## src/rtl/regfile_wb_queue.sv

```systemverilog
`default_nettype none
// ============================================================================
//  Module   : regfile_wb_queue
//  Purpose  : In-order writeback queue feeding the register-file write port,
//             with optional pending-write forwarding (macro WB_FWD_EN).
//  Revision : 1.0 - initial release
// ============================================================================
module regfile_wb_queue #(
    parameter int DEPTH = 4,
    parameter int WIDTH = 64
) (
    input  logic                     clk,
    input  logic                     reset,
    input  logic                     mem_valid,
    output logic                     mem_ready,
    input  logic [4:0]               mem_rd,
    input  logic [WIDTH-1:0]         mem_data,
    input  logic                     alu_valid,
    output logic                     alu_ready,
    input  logic [4:0]               alu_rd,
    input  logic [WIDTH-1:0]         alu_data,
    output logic [4:0]               WriteRegister,
    output logic [WIDTH-1:0]         WriteData,
    output logic                     RegWrite,
    input  logic [4:0]               ReadRegister1,
    input  logic [4:0]               ReadRegister2,
    output logic                     fwd_hit1,
    output logic [WIDTH-1:0]         fwd_data1,
    output logic                     fwd_hit2,
    output logic [WIDTH-1:0]         fwd_data2,
    output logic [$clog2(DEPTH):0]   count,
    output logic                     empty,
    output logic                     full
);

    localparam int         c_pw       = $clog2(DEPTH);
    localparam int         c_cw       = c_pw + 1;
    localparam logic [4:0] c_zero_reg = 5'd31;

    logic [c_pw-1:0]  rptr_q, rptr_d, wptr_q, wptr_d;
    logic [c_cw-1:0]  count_q, count_d;
    logic [4:0]       rd_q   [DEPTH];
    logic [WIDTH-1:0] data_q [DEPTH];
    logic [4:0]       wreg_q, wreg_d;
    logic [WIDTH-1:0] wdata_q, wdata_d;
    logic             wen_q, wen_d;

    logic             w_mem_fire, w_alu_fire, w_mem_store, w_alu_store, w_pop;
    logic [1:0]       w_enq_n;
    logic [c_cw:0]    w_alu_occ;
    logic [c_pw-1:0]  w_alu_slot;

    // Readiness looks at occupancy before this edge's pop; the memory result is older and claims space first.
    assign mem_ready   = (count_q < c_cw'(DEPTH));
    assign w_mem_fire  = mem_valid & mem_ready;
    assign w_alu_occ   = {1'b0, count_q} + (c_cw+1)'(w_mem_fire);
    assign alu_ready   = (w_alu_occ < (c_cw+1)'(DEPTH));
    assign w_alu_fire  = alu_valid & alu_ready;

    assign w_mem_store = w_mem_fire & (mem_rd != c_zero_reg);
    assign w_alu_store = w_alu_fire & (alu_rd != c_zero_reg);
    assign w_enq_n     = {1'b0, w_mem_store} + {1'b0, w_alu_store};
    assign w_pop       = (count_q != '0);
    assign w_alu_slot  = w_mem_store ? (wptr_q + c_pw'(1)) : wptr_q;

    always_comb begin
        count_d = count_q + c_cw'(w_enq_n) - c_cw'(w_pop);
        wptr_d  = wptr_q + c_pw'(w_enq_n);
        rptr_d  = rptr_q + c_pw'(w_pop);
        wen_d   = w_pop;
        wreg_d  = wreg_q;
        wdata_d = wdata_q;
        if (w_pop) begin
            wreg_d  = rd_q[rptr_q];
            wdata_d = data_q[rptr_q];
        end
    end

    always_ff @(posedge clk or negedge reset) begin
        if (!reset) begin
            rptr_q  <= '0;
            wptr_q  <= '0;
            count_q <= '0;
            wen_q   <= 1'b0;
            wreg_q  <= '0;
            wdata_q <= '0;
        end else begin
            rptr_q  <= rptr_d;
            wptr_q  <= wptr_d;
            count_q <= count_d;
            wen_q   <= wen_d;
            wreg_q  <= wreg_d;
            wdata_q <= wdata_d;
        end
    end

    // Storage needs no reset: occupancy alone decides which slots are live.
    always_ff @(posedge clk) begin
        if (w_mem_store) begin
            rd_q[wptr_q]   <= mem_rd;
            data_q[wptr_q] <= mem_data;
        end
        if (w_alu_store) begin
            rd_q[w_alu_slot]   <= alu_rd;
            data_q[w_alu_slot] <= alu_data;
        end
    end

    assign WriteRegister = wreg_q;
    assign WriteData     = wdata_q;
    assign RegWrite      = wen_q;
    assign count         = count_q;
    assign empty         = (count_q == '0);
    assign full          = (count_q == c_cw'(DEPTH));

`ifdef WB_FWD_EN
    // Scan oldest to youngest so the youngest match wins; the output stage is the oldest pending write.
    function automatic logic [WIDTH:0] fwd_lookup(input logic [4:0] rr);
        logic             hit;
        logic [WIDTH-1:0] val;
        logic [c_pw-1:0]  idx;
        hit = 1'b0;
        val = '0;
        if (wen_q && (wreg_q == rr)) begin
            hit = 1'b1;
            val = wdata_q;
        end
        for (int i = 0; i < DEPTH; i++) begin
            idx = rptr_q + c_pw'(i);
            if ((c_cw'(i) < count_q) && (rd_q[idx] == rr)) begin
                hit = 1'b1;
                val = data_q[idx];
            end
        end
        if (rr == c_zero_reg) begin
            hit = 1'b0;
            val = '0;
        end
        return {hit, val};
    endfunction

    always_comb begin
        {fwd_hit1, fwd_data1} = fwd_lookup(ReadRegister1);
        {fwd_hit2, fwd_data2} = fwd_lookup(ReadRegister2);
    end
`else
    logic w_unused_rr;
    assign w_unused_rr = ^{ReadRegister1, ReadRegister2};
    assign fwd_hit1    = 1'b0;
    assign fwd_data1   = '0;
    assign fwd_hit2    = 1'b0;
    assign fwd_data2   = '0;
`endif

endmodule
`default_nettype wire

```

## config.mk

```make
export PLATFORM = sky130hd
export DESIGN_NAME = regfile_wb_queue
export DESIGN_NICKNAME = d
export VERILOG_FILES = /design/src/rtl/regfile_wb_queue.sv
export SDC_FILE = /design/constraint.sdc
export NUM_CORES = 1
export LEC_CHECK = 0
export ABC_AREA = 1
export CAP_MARGIN = 40
export CORE_MARGIN = 1.5
export CORE_UTILIZATION = 45
export CTS_CLUSTER_DIAMETER = 60
export DETAILED_ROUTE_END_ITERATION = 16
export GPL_TIMING_DRIVEN = 0
export PLACE_DENSITY_LB_ADDON = 0.15
export SETUP_SLACK_MARGIN = 0.2
export SLEW_MARGIN = 0
export SYNTH_ARGS = -nofsm -noshare
export SYNTH_HDL_FRONTEND = slang
export SYNTH_SLANG_ARGS = --single-unit
```

## constraint.sdc

```tcl
create_clock -name clk -period 3.9 [get_ports clk]
set_clock_uncertainty 0.05 [all_clocks]
set_input_delay 0.78 -clock clk [delete_from_list [all_inputs] [get_ports clk]]
set_output_delay 0.78 -clock clk [all_outputs]
set_load 0.02 [all_outputs]
```

==> PnR_summary.wiki <==
{| class="wikitable"
! Metric !! Value
|-
| Outcome || completed
|-
| Total global-route track usage || 0.289
|-
| Worst path setup slack after routing || 0.396 ns
|-
| # DRC || 0
|-
| Ordered list of cells on the worst path || clkdlybuf4s50_1 -> nand3_1 -> o21ai_0 -> nor2_1 -> buf_4 -> clkbuf_4 -> ha_1 -> inv_1 -> ha_1 -> inv_1 -> ha_1 -> inv_1 -> fa_1 -> xnor2_1 -> xor2_1
|-
| Unrepaired setup endpoints after global routing || no
|-
| Sequential fraction of the synthesis area || 0.528
|-
| Number of rows in the core area || 75
|-
| Final cell count without fillers || 3,087
|-
| DRC marker count from the first detailed-route iteration || 1,819
|-
| DIE WIDTH || 210 um
|-
| TritonCTS clock tree || built
|-
| Total of buffers placed on input and output ports || 218
|-
| Main area contributors after synthesis || sky130_fd_sc_hd__edfxtp_1 (43%), sky130_fd_sc_hd__nand2_1 (11%), sky130_fd_sc_hd__dfrtp_1 (10%)
|-
| Clock network latency to the later pin of the worst-skew pair || 0.54 ns
|-
| Via count || 17,240
|-
| Pre-CTS setup slack || -0.145 ns
|-
| Largest net degree at the start of global routing || 48
|-
| Area of the die || 44,200 sq um
|-
| Post-synth design cell area || 19,300 sq um
|-
| Arrival time reported for the critical path endpoint || 3.91 ns
|-
| Root buffer selected by CTS || sky130_fd_sc_hd__clkbuf_16
|-
| Endpoint of the worst setup timing path || count[2]
|-
| Relative max-transition margin || 0.488
|-
| Reg2reg end || count[2]
|-
| Clock-pin slew on the worst setup and hold paths || 0.06 ns
|-
| Wirelength per Cell || 20.9 um
|-
| Routed vias/inst || 5.58
|-
| Share of post-route cells with drive strength above 1 || 0.138
|-
| Type of the worst setup path || primary input to register
|-
| Count of buffers added by post-CTS timing repair for setup || 0
|-
| Fraction of the cycle the final worst path needs || 0.898
|-
| Synth-to-Final Area Change || 24.9%
|-
| Final count of pins violating max slew || 0
|-
| Launching element of the worst setup path || alu_rd[4]
|-
| Initial Util || 0.459
|-
| Number of levels the H-tree was split into || 2
|-
| Share of the synthesized area in the top cell type || 0.429
|-
| Sequential group share of total power || 0.308
|-
| Clock Sinks || 353
|-
| Area of the placeable core || 42,100 sq um
|-
| Crit-path max cell delay || 0.65 ns
|-
| Chip Height || 210 um
|-
| Max-cap violations || 0
|-
| Placer Congestion || 0.914
|-
| Worst Max-Slew Pin Slew || 0.769 ns
|-
| Number of iterations in the first detailed-routing pass || 8
|-
| Power share of the combinational group || 0.500
|-
| Time the worst path needs with I/O delays and setup || 3.50 ns
|-
| Unique masters post-synth || 30
|-
| Number of buffers created by CTS || 40
|-
| Internal power of the cells || 11.0 mW
|-
| Number of nets with antenna violations after detailed routing || 0
|-
| Placed Cells incl. Taps || 3,011
|-
| Maximum vdd drop || 0.412 mV
|-
| Total power per unit cell area || 807 nW/um^2
|-
| Count of mapped cells out of synthesis || 2,117
|-
| Leakage Power || 10.4 nW
|-
| Number of antenna violations at the first check in global routing || 3
|-
| Clock group share of total power || 0.192
|-
| Critical path data required time || 4.31 ns
|-
| Number of storage elements in the synthesis netlist || 353
|-
| Reg-to-reg setup timing slack || 0.73 ns
|-
| Commonest non-fill, non-tap cells in the layout || sky130_fd_sc_hd__nand2_1 (562), sky130_fd_sc_hd__nor2_1 (347), sky130_fd_sc_hd__nand4_1 (276), sky130_fd_sc_hd__edfxtp_1 (276), sky130_fd_sc_hd__clkdlybuf4s50_1 (217)
|-
| Cell at the slowest stage of the critical path || sky130_fd_sc_hd__clkdlybuf4s50_1
|-
| Highest clock frequency the design can meet || 0.285 GHz
|-
| Yosys Warn Count || 0
|-
| NetSw || 8.50 mW
|-
| Number of global-route vias before repair || 16,212
|-
| Detail Placement HPWL || 44.5 mm
|-
| Top-level I/O count || 359
|-
| Top cell type by total area after synthesis || sky130_fd_sc_hd__edfxtp_1
|-
| Worst hold-check path type || primary input to async pin
|-
| Hold Violations, Final || 0
|-
| Wire length of the first global-routing pass || 96.4 mm
|-
| Total Wirelength || 64.6 mm
|-
| Startpoint class of the critical path || primary input
|-
| Grt total ovfl || 0
|-
| Final net count || 2,677
|-
| Most common cell after layout, fill and taps aside || sky130_fd_sc_hd__nand2_1
|-
| Clock Tree Buf Depth || 3
|-
| CP Capture Type || register
|-
| Source of the worst register-to-register timing path || count[2]
|-
| Avg Synthesized Cell Area || 9.14 sq um
|-
| Count of cells along the worst register-to-register path || 12
|-
| Critical Path Fanout Max || 10
|-
| Final count of negative-setup-slack endpoints || 0
|-
| Switching portion of total power || 0.436
|}
## Yosys cell counts
| cell type | number |
|---|---|
| sky130_fd_sc_hd__nand2_4 | 4 |
| sky130_fd_sc_hd__ha_1 | 10 |
| sky130_fd_sc_hd__buf_8 | 2 |
| sky130_fd_sc_hd__buf_6 | 80 |
| sky130_fd_sc_hd__nand4_1 | 276 |
| sky130_fd_sc_hd__a31oi_1 | 69 |
| sky130_fd_sc_hd__nand3_2 | 1 |
| sky130_fd_sc_hd__edfxtp_1 | 276 |
| sky130_fd_sc_hd__xnor2_1 | 2 |
| sky130_fd_sc_hd__nand3_4 | 4 |
| sky130_fd_sc_hd__fa_1 | 1 |
| sky130_fd_sc_hd__dfrtp_1 | 77 |
| sky130_fd_sc_hd__clkinv_1 | 1 |
| sky130_fd_sc_hd__nand2_1 | 566 |
| sky130_fd_sc_hd__nand3_1 | 5 |
| sky130_fd_sc_hd__inv_1 | 17 |
| sky130_fd_sc_hd__inv_2 | 1 |
| sky130_fd_sc_hd__buf_1 | 9 |
| sky130_fd_sc_hd__xor2_1 | 3 |
| sky130_fd_sc_hd__nand2_2 | 4 |
| sky130_fd_sc_hd__o21ai_0 | 136 |
| sky130_fd_sc_hd__buf_12 | 2 |
| sky130_fd_sc_hd__buf_4 | 133 |
| sky130_fd_sc_hd__o21ai_1 | 4 |
| sky130_fd_sc_hd__nor2_1 | 347 |
| sky130_fd_sc_hd__nor3_1 | 2 |
| sky130_fd_sc_hd__o21bai_4 | 1 |
| sky130_fd_sc_hd__buf_2 | 45 |
| sky130_fd_sc_hd__clkbuf_1 | 38 |
| sky130_fd_sc_hd__conb_1 | 1 |
## registers in the layout, indices dropped and copies added, names as in the netlist
name	cells
WriteData	64
rptr_q	2
rd_q	20
data_q	256
WriteRegister	5
RegWrite	1
wptr_q	2
count	3
## how the worst min path moves through the flow
stage | from | endpoint | slack, ns | depth (start not counted)
finish | reset | WriteData[21] | 0.18 | 1
global route | reset | WriteData[20] | 0.21 | 1
CTS | reset | WriteData[20] | 0.19 | 1
detailed placement | count[2] | count[2] | 0.47 | 1
global placement | data_q[1][40] | WriteData[40] | 0.46 | 2
floorplan | reset | RegWrite | 0.43 | 0
## critical path: cells and delay by family
kind	cells	cell delay (ns)
compound gates	1	0.16
fa+ha+maj	4	1.17
xor+xnor	2	0.34
buf+inv	6	1.24
simple gates	2	0.21
## what timing repair did
item | 4_1_cts | 5_1_grt
hold buffers | 0 | 0
gates resized for setup | 0 | 1
setup endpoints to repair | 0 | 1
## cell families (layout without fill, tap and decap cells)
family,Yosys count,count (layout),share of synthesized area
buffers and inverters,328,628,0.126
flip-flops,353,353,0.528
other,1,132,0.000194
AND/OR/NAND/NOR,1209,1209,0.276
XOR/XNOR,5,5,0.00226
AO/OA/AOI/OAI,210,210,0.0595
adder cells (fa/ha/maj),11,11,0.00750
## through the flow
| stage | utilization | total power, mW | area (sq um) | hold slack, ns | setup TNS [ns] |
|---|---|---|---|---|---|
| global route | 0.573 | 20.4 | 24200 | 0.207 | 0 |
| floorplan | - | 11.9 | 19800 | 0.434 | 0 |
| detailed placement | 0.543 | 15.6 | 22900 | 0.466 | -0.145 |
| CTS | 0.573 | 19.4 | 24200 | 0.187 | 0 |
| finish | 0.573 | 19.5 | 24200 | 0.185 | 0 |
| global placement | 0.538 | 15.4 | 22700 | 0.457 | -600.18 |
## layer usage
layer,track usage,up-vias,part of all wire
li1,-,7898,-
met5,0,-,0.00019
met1,0.396,8076,0.40
met2,0.460,1107,0.46
met3,0.0487,157,0.10
met4,0.108,2,0.032
## layout make-up
type,instances,area [sq um]
Fill cell,3689,18000
Sequential cell,353,10200
Multi-Input combinational cell,1565,7200
Buffer,309,2370
Timing Repair Buffer,226,2340
Clock buffer,56,1120
Tap cell,539,674
Clock inverter,18,160
Inverter,19,71.3
Antenna cell,2,5.00
## power groups by stage
stage / logic, mW / clock network (mW) / registers, mW
after floorplan: 5.43 / 0 / 6.47
after global placement: 9.28 / 0 / 6.16
after detailed placement: 9.59 / 0 / 6.06
after CTS: 9.62 / 3.74 / 5.99
after global routing: 10.4 / 3.91 / 6.10
final: 9.76 / 3.74 / 6.00
Power figures use the tool's default switching activity.
